$ cat src/rtl/uart_rx_core.sv
// rtl/uart_rx_core.sv - UART receiver core with mid-bit sampling, optional parity and error pulses
module uart_rx_core #(
    parameter int CLK_FREQ  = 50_000_000,
    parameter int BAUD_RATE = 115200,
    parameter int PARITY    = 0
) (
    input  logic       sys_clk,
    input  logic       sys_rst,
    input  logic       uart_rxd,
    output logic [7:0] rx_data,
    output logic       rx_valid,
    output logic       rx_frame_err,
    output logic       rx_parity_err,
    output logic       rx_busy
);
    localparam int BAUD_DIV = CLK_FREQ / BAUD_RATE;
    localparam int CNT_W    = (BAUD_DIV > 1) ? $clog2(BAUD_DIV) : 1;
    localparam logic [CNT_W-1:0] FULL_LAST = CNT_W'(BAUD_DIV - 1);
    localparam logic [CNT_W-1:0] HALF_LAST = CNT_W'(BAUD_DIV / 2 - 1);

    typedef enum logic [2:0] {
        S_IDLE,
        S_START,
        S_DATA,
        S_PARITY,
        S_STOP
    } state_t;

    state_t           state, state_next;
    logic             rxd_meta, rxd_s, rxd_d;
    logic [CNT_W-1:0] cnt, cnt_next;
    logic [2:0]       bit_idx, bit_idx_next;
    logic [7:0]       shift, shift_next;
    logic             par_err, par_err_next;
    logic [7:0]       data_next;
    logic             valid_next, ferr_next, perr_next;
    logic             par_expect;

    // Odd mode expects the inverse of the data XOR, even mode the XOR itself.
    assign par_expect = (PARITY == 1) ? ~(^shift) : (^shift);
    assign rx_busy    = (state != S_IDLE);

    // Synchronizer, edge-detect history, FSM state, datapath and output pulse registers.
    always_ff @(posedge sys_clk) begin
        if (sys_rst) begin
            rxd_meta      <= 1'b1;
            rxd_s         <= 1'b1;
            rxd_d         <= 1'b1;
            state         <= S_IDLE;
            cnt           <= '0;
            bit_idx       <= '0;
            shift         <= '0;
            par_err       <= 1'b0;
            rx_data       <= '0;
            rx_valid      <= 1'b0;
            rx_frame_err  <= 1'b0;
            rx_parity_err <= 1'b0;
        end else begin
            rxd_meta      <= uart_rxd;
            rxd_s         <= rxd_meta;
            rxd_d         <= rxd_s;
            state         <= state_next;
            cnt           <= cnt_next;
            bit_idx       <= bit_idx_next;
            shift         <= shift_next;
            par_err       <= par_err_next;
            rx_data       <= data_next;
            rx_valid      <= valid_next;
            rx_frame_err  <= ferr_next;
            rx_parity_err <= perr_next;
        end
    end

    // Next-state and datapath decisions; pulses are one cycle because they default low.
    always_comb begin
        state_next   = state;
        cnt_next     = cnt;
        bit_idx_next = bit_idx;
        shift_next   = shift;
        par_err_next = par_err;
        data_next    = rx_data;
        valid_next   = 1'b0;
        ferr_next    = 1'b0;
        perr_next    = 1'b0;
        case (state)
            S_IDLE: begin
                cnt_next = '0;
                if (rxd_d && !rxd_s) begin
                    state_next   = S_START;
                    bit_idx_next = '0;
                    par_err_next = 1'b0;
                end
            end
            S_START: begin
                if (cnt == HALF_LAST) begin
                    cnt_next   = '0;
                    state_next = rxd_s ? S_IDLE : S_DATA;
                end else begin
                    cnt_next = cnt + 1'b1;
                end
            end
            S_DATA: begin
                if (cnt == FULL_LAST) begin
                    cnt_next     = '0;
                    shift_next   = {rxd_s, shift[7:1]};
                    bit_idx_next = bit_idx + 1'b1;
                    if (bit_idx == 3'd7) begin
                        state_next = (PARITY == 0) ? S_STOP : S_PARITY;
                    end
                end else begin
                    cnt_next = cnt + 1'b1;
                end
            end
            S_PARITY: begin
                if (cnt == FULL_LAST) begin
                    cnt_next     = '0;
                    par_err_next = (rxd_s != par_expect);
                    state_next   = S_STOP;
                end else begin
                    cnt_next = cnt + 1'b1;
                end
            end
            S_STOP: begin
                if (cnt == FULL_LAST) begin
                    // Leave mid stop bit so the next start edge can be caught.
                    cnt_next   = '0;
                    state_next = S_IDLE;
                    ferr_next  = !rxd_s;
                    perr_next  = par_err;
                    if (rxd_s && !par_err) begin
                        data_next  = shift;
                        valid_next = 1'b1;
                    end
                end else begin
                    cnt_next = cnt + 1'b1;
                end
            end
            default: state_next = S_IDLE;
        endcase
    end
endmodule

$ cat config.mk
export PLATFORM = sky130hd
export DESIGN_NAME = uart_rx_core
export DESIGN_NICKNAME = d
export VERILOG_FILES = /design/src/rtl/uart_rx_core.sv
export SDC_FILE = /design/constraint.sdc
export NUM_CORES = 1
export LEC_CHECK = 0
export CORE_MARGIN = 3
export CORE_UTILIZATION = 51
export CTS_CLUSTER_DIAMETER = 30
export DETAILED_ROUTE_END_ITERATION = 10
export HOLD_SLACK_MARGIN = 0.12
export PLACE_DENSITY = 0.71
export SKIP_LAST_GASP = 1
export SYNTH_ARGS = -nofsm -noshare
export SYNTH_HDL_FRONTEND = slang
export SYNTH_SLANG_ARGS = --single-unit
$ cat constraint.sdc
create_clock -name sys_clk -period 2 [get_ports sys_clk]
set_input_delay 0.2 -clock sys_clk [delete_from_list [all_inputs] [get_ports sys_clk]]
set_output_delay 0.2 -clock sys_clk [all_outputs]
set_load 0.01 [all_outputs]
# After elaboration in Yosys (flattened, before gate mapping)
# Index checks and enable logic that the tools add are counted.
[totals] register_bits=38 inputBits=3 out_inout_bits=12 word_cells=65
[op_classes] addsub=2 n_eq_ne=14 muxes=18 n_bitwise=2 reduce_logical=17
[ops] op="case mux 9 bit (3 select lines)" n=1
[ops] op="2-to-1 mux 3 bit" n=8
[ops] op="2-to-1 mux 9 bit" n=2
[ops] op="case mux 3 bit (5 select lines)" n=1
[ops] op="!= test 2 bit (second input constant)" n=6
[ops] op="adder 9 x 1 -> 9 bit (second input constant)" n=1
[ops] op="equality test 9 x 8 -> 1 bit (second input constant)" n=1
[ops] op="equality test 9 bit (second input constant)" n=1
[ops] op="AND reduction 3 bit" n=3
[ops] op="parity 8 bit" n=1
[ops] op="equality test 3 x 2 -> 1 bit (second input constant)" n=2
[ops] op="equality test 3 bit (second input constant)" n=2
[ops] op="case mux 3 bit (2 select lines)" n=1
[ops] op="AND reduction 6 bit" n=1
[ops] op="nonzero test 3 bit" n=2
[ops] op="OR reduction 3 bit" n=2
[ops] op="nonzero test 2 bit" n=2
[ops] op="adder 3 x 1 -> 3 bit (second input constant)" n=1
[ops] op="equality test 3 x 1 -> 1 bit (second input constant)" n=1
[ops] op="logical NOT 3 bit" n=1
[ops] op="2-to-1 mux 1 bit" n=3
[ops] op="logical AND 1 bit" n=2
[ops] op="logical NOT 1 bit" n=2
[ops] op="2-to-1 mux 2 bit" n=1
[ops] op="other kinds (4)" n=5

# Longest topological paths before layout
[depth] word_depth=4 mapped_depth=7 depth_no_buf=6

# Worst setup path after synthesis
# Ideal clock, no wire load.
[synth_timing] kind="reg2reg" from="register cnt[0]" to="register state[2]" setup_time_ns=0.123 arrival_ns=1.878 required_ns=1.877 slack_ns=-0.002 path_stages_with_launch=8 n_path_buf=1 synth_period_minus_slack_ns=2.002 cell_sequence="dfxtp_1 > inv_1 > ha_1 > or4b_4 > o31a_1 > buf_6 > nor3_4 > mux2_1"
[synth_between] elab_chain_len=3 word_cells_on_any_way=7 cone_classes="eq/ne (6); reduce/logical (1)"
[synth_rtl] element="start: declaration" line_no="31" text="logic [CNT_W-1:0] cnt, cnt_next;"
[synth_rtl] element="start signal: assignment" line_no="63" text="cnt <= cnt_next;"
[synth_rtl] element="equality test 9 bit or equality test 9 x 8 -> 1 bit (tied branches)"
[synth_rtl] element="!= test 2 bit (no source line)"
[synth_rtl] element="AND reduction 6 bit (no source line) *"
[synth_rtl] element="end signal: assignment" line_no="62" text="state <= state_next;"
[synth_rtl] element="end: declaration" line_no="29" text="state_t state, state_next;"
# Mark *: on every way between the ends. The rest lies on a longest branch, timed or not.
# A chain may end at the register's enable or synchronous reset.

# Worst setup path in the final report
[layout_timing] from="register cnt[1]" to="register state[2]"
# Same word-level chain as after synthesis.

==> impl_metrics.toml <==
[run_status]
outcome = "completed"

[floorplan]
num_rows = 21
io_pins = 15
die_area_um2 = 4370
start_util_pct = 54.0
fp.dieW_um = 66.1
die_h_um = 66.1
core_um2 = 3420

[timing]
finalMaxSlewViolations = 0
worst_pin_slew_ns = 0.434
post-route-period-util_pct = 97.8
hold_violations = 0
skew_ns = 0.00769
rsz0062_at_grt = "true"
layout_setup_ws_ns = 0.0449
period_minus_slack_ns = 1.96
relSlewSlack_pct = 70.9
fmax_mhz = 511
finalSetupViolations = 0

[critical_path]
cp-start-kind = "register"
critPathSlowestCell = "or4b_4"
path_class = "register to register"
end_kind = "register"
cp-startpoint = "cnt[1]$_SDFFE_PP0P_"
critPathArrivalTime_ns = 2.21
cp_cell_sequence = "inv_1, ha_1, or4b_4, o31a_1, nor3_4, mux2_1"
reg2reg_slack_ns = 0.04
critical_path.top_delay_family = "simple AND/OR/NAND/NOR gates"
reg2reg_to = "state[2]$_SDFFE_PP0P_"
r2r-start = "cnt[1]$_SDFFE_PP0P_"
critical_path_depth = 6
worst_ep_required_time_ns = 2.26
cp_max_fo = 4
endpoint = "state[2]$_SDFFE_PP0P_"
slowest_delay_ns = 0.45
r2r_cells = 6
cp_num_buf_inv = 1

[pwr]
swShare_pct = 20.8
p_switching_uw = 309
leakagePower_nw = 0.809
vdd_drop_max_v = 0.000549
p_int_mw = 1.18
powerDensity_nw_per_um2 = 662
power_frac_comb_pct = 3.5
pwr-share-clk_pct = 45.0
seqPwrFrac_pct = 51.5

[logic_synthesis]
synth_most_common_cell = "dfxtp_1"
synthTopCellsByArea = "dfxtp_1 (41%), mux2i_1 (9.2%), nor2_1 (4.9%)"
synth_nets = 207
yosysWarnings = 0
dominantRegCellSynth = "dfxtp_1"
netlist_top_cells_count = "dfxtp_1 (38), nor2_1 (24), mux2i_1 (17)"
synth_edf_count = 0
syn_area_um2 = 1840
syn_inst = 199
synth_seq_area_share_pct = 41.2
synth.avg_cell_area_um2 = 9.27
synth_top_area_share_pct = 41.2
ys_types = 46
synth_seq_cells = 38
synth_largest_area_cell = "dfxtp_1"
synthArstFlopShare_pct = 0

[final_layout]
n_antenna_cell = 0
utilization_pct = 65.6
drive_above_1_share_pct = 16.3
area_delta_synth_final_pct = 21.5
nets = 234

[grt]
grt_max_degree = 20
grt_pass1_wl_um = 6700
grt_usage_pct = 20.0
grt_pass1_vias = 1480
antenna_found_initial = 0
grt-ovfl-total = 0

[routing]
antenna_left = 0
remaining_drc_errors = 0
drtIter0Drc = 116
via_per_inst = 5.57
wire_per_inst_um = 14.6
first_pass_iters = 4
wl_um = 3980
vias = 1521

[cts]
h-tree-depth = 2
cts-root-buf = "clkbuf_4"
clock_latency_ns = 0.36
clk_pin_slew_ns = 0.12
clkSinkCount = 38
cts_tree = "done"
clock_path_buffers = 2
numCtsBuffers = 5

[placement]
dp.final_hpwl_um = 2740
place.gp.congestion = 0.867
io_buffers = 14
place_ws_ns = 0.0117

[worst_hold_path]
worst_hold_path_type = "input port to register"

[flow_run]
max_cap_viol_count = 0
-- power groups by stage --
stage	registers [mW]	logic [mW]	clock network [mW]
floorplan	0.780	0.0341	0
global placement	0.781	0.0485	0
detailed placement	0.782	0.0501	0
CTS	0.765	0.0503	0.673
global route	0.766	0.0579	0.707
finish	0.765	0.0523	0.667
-- cells by family (layout without fill, tap and decap cells) --
group / count (synthesis) / count (layout) / synth area share, %
fa+ha+maj: 5 / 5 / 3.39
buf+inv: 16 / 44 / 4.21
simple gates: 76 / 76 / 22.7
compound gates: 39 / 39 / 14.6
mux: 18 / 18 / 9.84
xor+xnor: 7 / 7 / 4.07
flops: 38 / 38 / 41.2
-- worst min path at each step --
stage	from	end	slack (ns)	depth (start not counted)
floorplan	uart_rxd	rxd_meta$_SDFF_PP1_	0.30	1
global placement	rxd_meta$_SDFF_PP1_	rxd_s$_SDFF_PP1_	0.39	1
detailed placement	rxd_meta$_SDFF_PP1_	rxd_s$_SDFF_PP1_	0.40	1
CTS	uart_rxd	rxd_meta$_SDFF_PP1_	0.41	2
global route	uart_rxd	rxd_meta$_SDFF_PP1_	0.40	2
finish	uart_rxd	rxd_meta$_SDFF_PP1_	0.41	2
-- placed cells by master, fill, tap and decap left out, types with 2 or more instances in the layout --
cell type         n
o31a_1            3
clkbuf_4          5
inv_1             3
or2_2             3
nand3_1           2
a21oi_1          12
o21a_1            3
nor3b_1           2
a31oi_1           2
nor3_1            2
ha_1              5
dfxtp_1          37
o21ai_0           5
or4b_4            2
nor4_1            4
buf_4            17
o22ai_1           7
nor2b_1           3
xor2_1            2
nor2_1           24
mux2i_1          17
clkdlybuf4s50_1  14
xnor2_1           4
nand2b_1          4
and4_1            2
bufinv_16         2
nand2_1          14
nand4_1           3
and2_1            3
-- layout make-up --
cell class / instances / area (µm²)
fillers: 288 / 1170
repair buffers: 32 / 279
clock buffers: 5 / 37.5
flip-flops and latches: 38 / 762
inverters: 4 / 15.0
well taps: 46 / 57.6
clock inverters: 3 / 68.8
multi-input cells: 145 / 1020
-- metrics by stage --
step           instances  cell area [µm²]  hold slack, ns  power [mW]  TNS (ns)
6_report             273             2240           0.411        1.48         0
5_1_grt              273             2240           0.405        1.53   -0.0239
4_1_cts              271             2210           0.411        1.49         0
3_5_place_dp         263             2110           0.396       0.832         0
3_3_place_gp         263             2110           0.395       0.830         0
2_1_floorplan        199             1840           0.304       0.814         0
-- per-layer routing --
metal / wire, µm / part of all wire [%] / up-vias / global-route usage, %
met5: 0 / 0 / - / 0
met1: 1830 / 46 / 722 / 24.4
met2: 1920 / 48 / 29 / 32.6
met3: 166 / 4.2 / 5 / 6.29
met4: 57 / 1.4 / 0 / 7.87
li1: - / - / 765 / -
-- repair_timing --
item,4_1_cts,5_1_grt
setup endpoints to repair,0,5
hold buffers,0,0
setup buffers,0,1
gates resized for setup,0,7
-- registers in the layout, summed over array words and instances (netlist names), 3 cells and up --
register / cells
rx_data: 8
cnt: 9
bit_idx: 3
shift: 8
state: 3
No activity file was read; power rests on OpenSTA's default activity.
